**config.mk**
```make
export PLATFORM = sky130hd
export DESIGN_NAME = ps2_key_tracker_flat
export DESIGN_NICKNAME = d
export VERILOG_FILES = /design/src/rtl/ps2_key_tracker_if.sv /design/src/rtl/ps2_key_tracker.sv /design/src/flat_wrapper.sv
export SDC_FILE = /design/constraint.sdc
export NUM_CORES = 1
export LEC_CHECK = 0
export CORE_MARGIN = 1.5
export CORE_UTILIZATION = 50
export CTS_BUF_LIST = sky130_fd_sc_hd__clkbuf_4 sky130_fd_sc_hd__clkbuf_8
export CTS_CLUSTER_DIAMETER = 150
export DETAILED_ROUTE_END_ITERATION = 12
export PLACE_DENSITY = 0.73
export SETUP_SLACK_MARGIN = 0.15
export SLEW_MARGIN = 20
export SYNTH_ARGS = -nofsm -noshare
export SYNTH_HDL_FRONTEND = slang
export SYNTH_SLANG_ARGS = --single-unit
export TNS_END_PERCENT = 20
```
**constraint.sdc**
```tcl
create_clock -name Clk -period 3.5 [get_ports Clk]
set_input_delay 0.35 -clock Clk [delete_from_list [all_inputs] [get_ports Clk]]
set_output_delay 0.35 -clock Clk [all_outputs]
set_load 0.01 [all_outputs]
```
**src/rtl/ps2_key_tracker_if.sv**
```systemverilog
// ============================================================================
// Module  : ps2_key_tracker_if
// Purpose : PS/2 line inputs and decoded key-table outputs of ps2_key_tracker.
// Revision: 1.0 - initial release
// ============================================================================
`default_nettype none

interface ps2_key_tracker_if #(
  parameter int NUM_KEYS = 4
);
  logic                    PS2_CLK;
  logic                    PS2_DAT;
  logic [NUM_KEYS-1:0]     key_valid;
  logic [9*NUM_KEYS-1:0]   key_codes;
  logic [7:0]              keycode;
  logic                    event_valid;
  logic [8:0]              event_code;
  logic                    event_make;
  logic                    frame_err;
  logic                    overflow;

  modport slave (
    input  PS2_CLK, PS2_DAT,
    output key_valid, key_codes, keycode, event_valid, event_code,
           event_make, frame_err, overflow
  );

  modport master (
    output PS2_CLK, PS2_DAT,
    input  key_valid, key_codes, keycode, event_valid, event_code,
           event_make, frame_err, overflow
  );
endinterface

`default_nettype wire

```
**src/rtl/ps2_key_tracker.sv**
```systemverilog
// ============================================================================
// Module  : ps2_key_tracker
// Purpose : PS/2 receiver with E0/F0 prefix decode and a multi-key held table.
// Revision: 1.0 - initial release
// ============================================================================
`default_nettype none

module ps2_key_tracker #(
  parameter int NUM_KEYS       = 4,
  parameter int FILTER_LEN     = 4,
  parameter int TIMEOUT_CYCLES = 50000
) (
  input  wire logic           Clk,
  input  wire logic           Reset_n,
  ps2_key_tracker_if.slave    bus
);
  localparam int          c_TW       = $clog2(TIMEOUT_CYCLES + 1);
  localparam logic [c_TW-1:0] c_TO_LAST = c_TW'(TIMEOUT_CYCLES - 1);
  localparam logic [3:0]  c_FLT_LAST = 4'(FILTER_LEN - 1);

  // bit 0 = extended, bit 1 = break: event flags fall straight out of the state
  localparam logic [1:0] S_IDLE    = 2'b00;
  localparam logic [1:0] S_EXT     = 2'b01;
  localparam logic [1:0] S_BRK     = 2'b10;
  localparam logic [1:0] S_EXT_BRK = 2'b11;

  logic              clk_s1_q, clk_s2_q, dat_s1_q, dat_s2_q;
  logic              filt_q, filt_d, fall_q, fall_d;
  logic [3:0]        fcnt_q, fcnt_d;
  logic [3:0]        bitcnt_q, bitcnt_d;
  logic [9:0]        shift_q, shift_d;
  logic [c_TW-1:0]   tcnt_q, tcnt_d;
  logic [1:0]        state_q, state_d;
  logic              byte_ok, frame_bad, timeout;
  logic [7:0]        rx_byte;
  logic              ev_d, ev_make_d, ovf_d;
  logic [8:0]        ev_code_d;
  logic              ev_q, ev_make_q, ovf_q, ferr_q;
  logic [8:0]        ev_code_q;
  logic [NUM_KEYS-1:0] valid_q, valid_d;
  logic [8:0]        codes_q [NUM_KEYS];
  logic [8:0]        codes_d [NUM_KEYS];
  logic              hit, placed;
  logic [7:0]        keycode_w;

  always_comb begin
    filt_d = filt_q;
    fcnt_d = '0;
    if (clk_s2_q != filt_q) begin
      if (fcnt_q == c_FLT_LAST) filt_d = ~filt_q;
      else                      fcnt_d = fcnt_q + 4'd1;
    end
    fall_d = filt_q & ~filt_d;
  end

  // A fall in the same cycle as timeout expiry takes priority and restarts the count
  always_comb begin
    bitcnt_d  = bitcnt_q;
    shift_d   = shift_q;
    tcnt_d    = '0;
    byte_ok   = 1'b0;
    frame_bad = 1'b0;
    timeout   = 1'b0;
    if (fall_q) begin
      if (bitcnt_q == 4'd10) begin
        bitcnt_d = '0;
        if (!shift_q[0] && (^shift_q[9:1]) && dat_s2_q) byte_ok = 1'b1;
        else                                            frame_bad = 1'b1;
      end else begin
        shift_d[bitcnt_q] = dat_s2_q;
        bitcnt_d          = bitcnt_q + 4'd1;
      end
    end else if (bitcnt_q != '0) begin
      if (tcnt_q == c_TO_LAST) begin
        timeout  = 1'b1;
        bitcnt_d = '0;
      end else begin
        tcnt_d = tcnt_q + 1'b1;
      end
    end
  end

  assign rx_byte = shift_q[8:1];

  always_comb begin
    state_d   = state_q;
    ev_d      = 1'b0;
    ev_make_d = ~state_q[1];
    ev_code_d = {state_q[0], rx_byte};
    if (frame_bad || timeout) begin
      state_d = S_IDLE;
    end else if (byte_ok) begin
      case (rx_byte)
        8'hE0: state_d = S_EXT;
        8'hF0: state_d = (state_q == S_EXT) ? S_EXT_BRK : S_BRK;
        8'h00, 8'hAA, 8'hE1, 8'hEE, 8'hFA,
        8'hFC, 8'hFD, 8'hFE, 8'hFF: state_d = S_IDLE;
        default: begin
          ev_d    = 1'b1;
          state_d = S_IDLE;
        end
      endcase
    end
  end

  always_comb begin
    valid_d = valid_q;
    codes_d = codes_q;
    hit     = 1'b0;
    placed  = 1'b0;
    ovf_d   = 1'b0;
    for (int i = 0; i < NUM_KEYS; i++)
      if (valid_q[i] && codes_q[i] == ev_code_d) hit = 1'b1;
    if (ev_d && ev_make_d && !hit) begin
      for (int i = 0; i < NUM_KEYS; i++) begin
        if (!placed && !valid_q[i]) begin
          valid_d[i] = 1'b1;
          codes_d[i] = ev_code_d;
          placed     = 1'b1;
        end
      end
      ovf_d = ~placed;
    end else if (ev_d && !ev_make_d) begin
      for (int i = 0; i < NUM_KEYS; i++) begin
        if (valid_q[i] && codes_q[i] == ev_code_d) begin
          valid_d[i] = 1'b0;
          codes_d[i] = '0;
        end
      end
    end
  end

  always_ff @(posedge Clk or negedge Reset_n) begin
    if (!Reset_n) begin
      clk_s1_q  <= 1'b1;
      clk_s2_q  <= 1'b1;
      dat_s1_q  <= 1'b1;
      dat_s2_q  <= 1'b1;
      filt_q    <= 1'b1;
      fcnt_q    <= '0;
      fall_q    <= 1'b0;
      bitcnt_q  <= '0;
      shift_q   <= '0;
      tcnt_q    <= '0;
      state_q   <= S_IDLE;
      ev_q      <= 1'b0;
      ev_make_q <= 1'b0;
      ev_code_q <= '0;
      ovf_q     <= 1'b0;
      ferr_q    <= 1'b0;
      valid_q   <= '0;
      for (int i = 0; i < NUM_KEYS; i++) codes_q[i] <= '0;
    end else begin
      clk_s1_q  <= bus.PS2_CLK;
      clk_s2_q  <= clk_s1_q;
      dat_s1_q  <= bus.PS2_DAT;
      dat_s2_q  <= dat_s1_q;
      filt_q    <= filt_d;
      fcnt_q    <= fcnt_d;
      fall_q    <= fall_d;
      bitcnt_q  <= bitcnt_d;
      shift_q   <= shift_d;
      tcnt_q    <= tcnt_d;
      state_q   <= state_d;
      ev_q      <= ev_d;
      ovf_q     <= ovf_d;
      ferr_q    <= frame_bad | timeout;
      valid_q   <= valid_d;
      codes_q   <= codes_d;
      if (ev_d) begin
        ev_make_q <= ev_make_d;
        ev_code_q <= ev_code_d;
      end
    end
  end

  always_comb begin
    keycode_w = 8'h00;
    for (int i = NUM_KEYS - 1; i >= 0; i--)
      if (valid_q[i]) keycode_w = codes_q[i][7:0];
  end

  generate
    for (genvar g = 0; g < NUM_KEYS; g++) begin : g_pack
      assign bus.key_codes[9*g +: 9] = codes_q[g];
    end
  endgenerate

  assign bus.key_valid   = valid_q;
  assign bus.keycode     = keycode_w;
  assign bus.event_valid = ev_q;
  assign bus.event_code  = ev_code_q;
  assign bus.event_make  = ev_make_q;
  assign bus.frame_err   = ferr_q;
  assign bus.overflow    = ovf_q;

endmodule

`default_nettype wire

```
**src/flat_wrapper.sv**
```systemverilog
// flat-port wrapper written by rule: the top's interface ports become plain ports
module ps2_key_tracker_flat 
#(
  parameter int NUM_KEYS       = 4,
  parameter int FILTER_LEN     = 4,
  parameter int TIMEOUT_CYCLES = 50000
)
  (Clk, Reset_n, bus_PS2_CLK, bus_PS2_DAT, bus_key_valid, bus_key_codes, bus_keycode, bus_event_valid, bus_event_code, bus_event_make, bus_frame_err, bus_overflow);
  ps2_key_tracker_if #(.NUM_KEYS(NUM_KEYS)) bus_i ();
  input  wire logic Clk;
  input  wire logic Reset_n;
  input wire logic [$bits(bus_i.PS2_CLK)-1:0] bus_PS2_CLK;
  input wire logic [$bits(bus_i.PS2_DAT)-1:0] bus_PS2_DAT;
  output wire logic [$bits(bus_i.key_valid)-1:0] bus_key_valid;
  output wire logic [$bits(bus_i.key_codes)-1:0] bus_key_codes;
  output wire logic [$bits(bus_i.keycode)-1:0] bus_keycode;
  output wire logic [$bits(bus_i.event_valid)-1:0] bus_event_valid;
  output wire logic [$bits(bus_i.event_code)-1:0] bus_event_code;
  output wire logic [$bits(bus_i.event_make)-1:0] bus_event_make;
  output wire logic [$bits(bus_i.frame_err)-1:0] bus_frame_err;
  output wire logic [$bits(bus_i.overflow)-1:0] bus_overflow;
  assign bus_i.PS2_CLK = bus_PS2_CLK;
  assign bus_i.PS2_DAT = bus_PS2_DAT;
  assign bus_key_valid = bus_i.key_valid;
  assign bus_key_codes = bus_i.key_codes;
  assign bus_keycode = bus_i.keycode;
  assign bus_event_valid = bus_i.event_valid;
  assign bus_event_code = bus_i.event_code;
  assign bus_event_make = bus_i.event_make;
  assign bus_frame_err = bus_i.frame_err;
  assign bus_overflow = bus_i.overflow;
  ps2_key_tracker #(.NUM_KEYS(NUM_KEYS), .FILTER_LEN(FILTER_LEN), .TIMEOUT_CYCLES(TIMEOUT_CYCLES)) u_core (.Clk(Clk), .Reset_n(Reset_n), .bus(bus_i));
endmodule
```
======== Yosys cells after proc, flatten, opt, wreduce, memory -nomap -nowiden ========
Index checks and enable logic that the tools add are counted.
W data, S select, Z words.
operators by class
  add/sub/neg operators ................... 3
  multipliers ............................. 0
  div/mod/pow operators ................... 0
  magnitude comparators ................... 2
  equality and inequality tests ........... 23
  shifts and indexed selects .............. 0
  multiplexer cells ....................... 66
  bitwise gates (word level) .............. 7
  reductions and logical operators ........ 41
operators with widths
  kind                     number
  $eq A8 B8 Y1 const B     10
  $mux W36                 2
  $mux W9                  8
  $mux W16                 3
  $eq A9 B9 Y1             4
  $mux W1                  36
  $mux W4                  8
  $mux W8                  4
  $add A16 B1 Y16 const B  1
  $eq A16 B16 Y1 const B   1
  $reduce_bool A2 Y1       8
  $logic_and A1 B1 Y1      13
  $reduce_and A3 Y1        4
  $reduce_or A11 Y1        1
  $bwmux W10               1
  $reduce_xor A9 Y1        1
  $add A4 B1 Y4 const B    2
  $logic_not A1 Y1         8
  $logic_not A8 Y1         1
  $ne A2 B2 Y1 const B     4
  $reduce_and A2 Y1        3
  $lt A4 B5 Y1 const B     1
  $not A1 Y1               5
  $demux W1 S4             1
  other kinds (11)         12
word-level totals
  register bits ........................... 95
  latch bits .............................. 0
  bits in writable memories ............... 0
  bits in read-only memories .............. 0
  memories kept ........................... 0

======== Logic depth before layout (Yosys ltp) ========
  depth after elaboration ................. 25
  gate-level depth with buffers ........... 11

======== Worst setup path before layout ========
Ideal clock, no wire load.
  kind .................................... register to register
  start point ............................. register u_core.shift_q[1]
  end point ............................... register u_core.codes_q, in the netlist u_core.bus.key_codes[18]
  setup time .............................. 0.128 ns
  arrival ................................. 2.732 ns
  data required time ...................... 3.372 ns
  slack ................................... 0.640 ns
  cell stages (with the launch flop) ...... 11
  path buffers ............................ 2
  path through ............................ dfrtp_1 > buf_2 > inv_1 > ha_1 > xnor3_1 > xnor2_1 > nor4_4 > nand2b_1 > or4_1 > buf_4 > mux2i_1
on the way
  word-level cells in the longest chain between the ends .. 12
  elaborated cells between the ends (all ways) .. 47
ends and longest elaborated chain
  item                                                                 RTL line                                      RTL
  from (decl)                                                          ps2_key_tracker.sv:31                         logic [9:0] shift_q, shift_d;
  from (signal assigned)                                               ps2_key_tracker.sv:162                        shift_q <= shift_d;
  $reduce_xor A9 Y1                                                    ps2_key_tracker.sv:67                         if (!shift_q[0] && (^shift_q[9:1]) && dat_s2_q) byte_ok = 1'b1;
  $logic_and A1 B1 Y1 (2 in series)                                    ps2_key_tracker.sv:67
  $mux W1                                                              ps2_key_tracker.sv:67
  $mux W1                                                              ps2_key_tracker.sv:65                         if (bitcnt_q == 4'd10) begin
  $mux W1                                                              ps2_key_tracker.sv:64                         if (fall_q) begin
  $mux W1 or $logic_or A1 B1 Y1 (tied branches)                        ps2_key_tracker.sv:92, ps2_key_tracker.sv:90
  $mux W1                                                              ps2_key_tracker.sv:90                         if (frame_bad || timeout) begin
  $logic_and A1 B1 Y1 (2 in series)                                    ps2_key_tracker.sv:114                        if (ev_d && ev_make_d && !hit) begin
  $ne A2 B2 Y1 (no source line) or $reduce_bool A2 Y1 (tied branches)  -
  $reduce_and A3 Y1 (no source line)                                   -
  to (signal assigned)                                                 ps2_key_tracker.sv:169                        codes_q <= codes_d;
  to (decl)                                                            ps2_key_tracker.sv:41                         logic [8:0] codes_q [NUM_KEYS];
Several ways; a longest one is shown, not always the timed one. The select of a mux whose other input is x is not followed.
A chain may end at the register's enable or synchronous reset.

======== Worst setup path after layout ========
  start point ............................. register u_core.shift_q[2]
  end point ............................... register u_core.codes_q, in the netlist u_core.bus.key_codes[30]
Same word-level chain as after synthesis.

==> run metrics <==
final setup vio count 0; Setup WS pre-CTS 0.288 ns; Placed Cells incl. Taps 727; Num CTS Buffers 9; Slew Limit Headroom 38.4%; maximum VDD drop 0.000280 V; Routed WL 13,300 microns; Synth Net Count 558; mux cell area share after synthesis 6.78%; Die Y 104 microns; XOR/XNOR Fraction of Synth Area 9.14%; H-Tree Depth 3; Clock Skew 0.0161 ns; top-count cell post-synth dfrtp_1; number of vias per cell 5.92; post-synthesis simple-gate area fraction 18.4%; Post-DP HPWL 9600 microns; Critical Path Start Type register; EDFF count, synth 0; status finished clean; post-route ant nets 0; WP data required 3.78 ns; Ys Warns 0; CP Max Fanout 10; sequential cell area 2380 sq um; Routed WL per cell 17.9 microns; fill count 789; Syn Area/Cell 9.52 sq um; final hold slack 0.105 ns; Starting DRT DRC Count 256; Mapped Cells 539; Crit path arrival time 3.43 ns; Crit Path Category reg -> reg; drt first pass iters 5; post-synth cell types 46; number of diodes 0; top cell type's share of synthesized area 43.9%; Residual DRC 0; adder-cell area share of the yosys netlist 3.66%; Tightest Pin Transition 0.924 ns; CTS tree yes; Layout Nets 624; vias in the first global route 4,201; grt ovf 0; DR vias 4,396; endpoint class of the critical path register; Area Overhead vs Synth 20.3%; fraction of layout instances using a drive strength above 1 9.02%; Initial Util 52.0%; complex-gate fraction of the synthesized area 11.1%; min-delay worst type in -> async; final slew viol count 0; max-cap check violation count 0; FF+latch count, synth 95; worst skew pair latency 0.37 ns; PwrDens 363 nW/um^2; Post-synth top cells 90 x dfrtp_1, 79 x nand2_1, 48 x xnor2_1; GP Congestion 0.989; Max Freq 318 MHz; largest net degree at the start of global routing 72; die footprint 10,900 sq um; Max Root-Sink Buffers 2; die width 104 microns; Final WS setup 0.353 ns; top cells by area, synth dfrtp_1 44%, xnor2_1 8.2%, nand2_1 5.8%; total leakage power 2.58 nW; area occupied by multi-input gates 2530 sq um; Root Buffer clkbuf_8; Total GRT Usage 25.2%; Async S/R FF share, synth 100%; clock-pin slew on the worst setup and hold paths 0.10 ns; IO buf count 64; row count 36; # IOs 65; clk sinks 95; number of post-CTS setup repair buffers 0; Post-synth top flop dfrtp_1; final-report hold violation count 0; Final Non-Filler Cells 743; Core Area 9860 sq um; initial antenna violation count 0; final cycle utilization of the critical path 89.9%; Setup Total Neg Slack 0 ns; min cycle time layout 3.15 ns; largest family of logic cells by synthesized area simple AND/OR/NAND/NOR gates; cts hold-fix bufs 0; Cell Area, Synth 5130 sq um; cell taking the most area after synthesis dfrtp_1; RSZ-0062 raised after global routing false; sequential share of the synthesized area 46.4%; first-pass GRT wire length 21,800 microns
==> where the power goes <==
group | internal, mW | total, mW | switching (mW)
sequential | 1.15 | 1.21 | 0.0555
clock | 0.344 | 0.751 | 0.407
combinational | 0.103 | 0.285 | 0.181
==> metrics by stage <==
| stage | util (%) | cell area, sq um | total power, mW |
|---|---|---|---|
| after floorplan | - | 5130 | 1.43 |
| after global placement | 60.5 | 5970 | 1.49 |
| after detailed placement | 60.5 | 5970 | 1.51 |
| after CTS | 62.5 | 6170 | 2.25 |
| after global routing | 62.6 | 6170 | 2.36 |
| final | 62.6 | 6170 | 2.24 |
==> metal layers <==
metal	GRT usage, %	routed length [microns]	up-vias
met2	42.5	6510	194
met4	8.83	415	0
li1	-	-	1990
met5	0	0	-
met1	32.9	5430	2167
met3	3.76	929	45
==> what timing repair did <==
action	4_1_cts	5_1_grt
endpoints found under the setup margin	0	9
resized for setup	0	1
endpoints found under the hold margin	0	0
==> worst max-delay path, cell delays in order (launching register included) <==
cell and delay (ns):
dfrtp_1 0.62, inv_1 0.13, buf_4 0.19, ha_1 0.20, a2111oi_0 0.40, nor3_1 0.22
nor4_4 0.34, buf_4 0.19, nand2_1 0.09, a211oi_2 0.20, buf_4 0.25, mux2i_1 0.22
==> logic make-up after synthesis <==
logic type      count (synthesis)
xor+xnor                       52
compound gates                 90
simple gates                  198
buf+inv                        55
fa+ha+maj                      15
mux                            34
flops                          95
==> path summary, 6_finish.rpt <==
path	from	to	slack (ns)	cells after the start
max reg2reg	u_core.shift_q[2]$_DFFE_PN0P_	u_core.bus.key_codes[30]$_DFFE_PN0P_	0.35	11
min in group Clk	u_core.dat_s1_q$_DFF_PN1_	u_core.dat_s2_q$_DFF_PN1_	0.36	0
min	Reset_n	u_core.bus.key_codes[12]$_DFFE_PN0P_	0.10	1
max	u_core.shift_q[2]$_DFFE_PN0P_	u_core.bus.key_codes[30]$_DFFE_PN0P_	0.35	11
max in group asynchronous	Reset_n	u_core.shift_q[6]$_DFFE_PN0P_	2.62	2
min reg2reg	u_core.dat_s1_q$_DFF_PN1_	u_core.dat_s2_q$_DFF_PN1_	0.36	0
==> final cells by class <==
type,instances,area share [%]
multi-input cells,389,41.0
inverters,24,1.46
repair buffers,86,13.0
clock buffers,10,2.13
clock inverters,6,1.11
flip-flops and latches,95,38.6
well taps,133,2.70
==> layout by cell type (no fill, tap or decap), drive strengths merged, types with 3 or more instances in the layout <==
master and instances:
nand2 79, and3 8, a21oi 18, nand4 15, or3 5, inv 26
clkbuf 10, mux2 6, nor2 33, a22oi 9, nor2b 6, dfstp 5
nand2b 3, nor3 14, nor4 4, xnor2 48, mux2i 28, nand3 22
o211ai 10, dfrtp 90, clkdlybuf4s50 63, buf 23, a211o 9, o21ai 30
ha 15, xor2 3
==> registers in the layout (all words and copies together) (netlist names) <==
| name | count |
|---|---|
| u_core.bitcnt_q | 4 |
| u_core.bus.event_code | 9 |
| u_core.bus.event_make | 1 |
| u_core.bus.event_valid | 1 |
| u_core.bus.frame_err | 1 |
| u_core.bus.key_codes | 36 |
| u_core.bus.key_valid | 4 |
| u_core.bus.overflow | 1 |
| u_core.clk_s1_q | 1 |
| u_core.clk_s2_q | 1 |
| u_core.dat_s1_q | 1 |
| u_core.dat_s2_q | 1 |
| u_core.fall_q | 1 |
| u_core.fcnt_q | 4 |
| u_core.filt_q | 1 |
| u_core.shift_q | 10 |
| u_core.state_q | 2 |
| u_core.tcnt_q | 16 |
(Power assumes the default switching activity.)
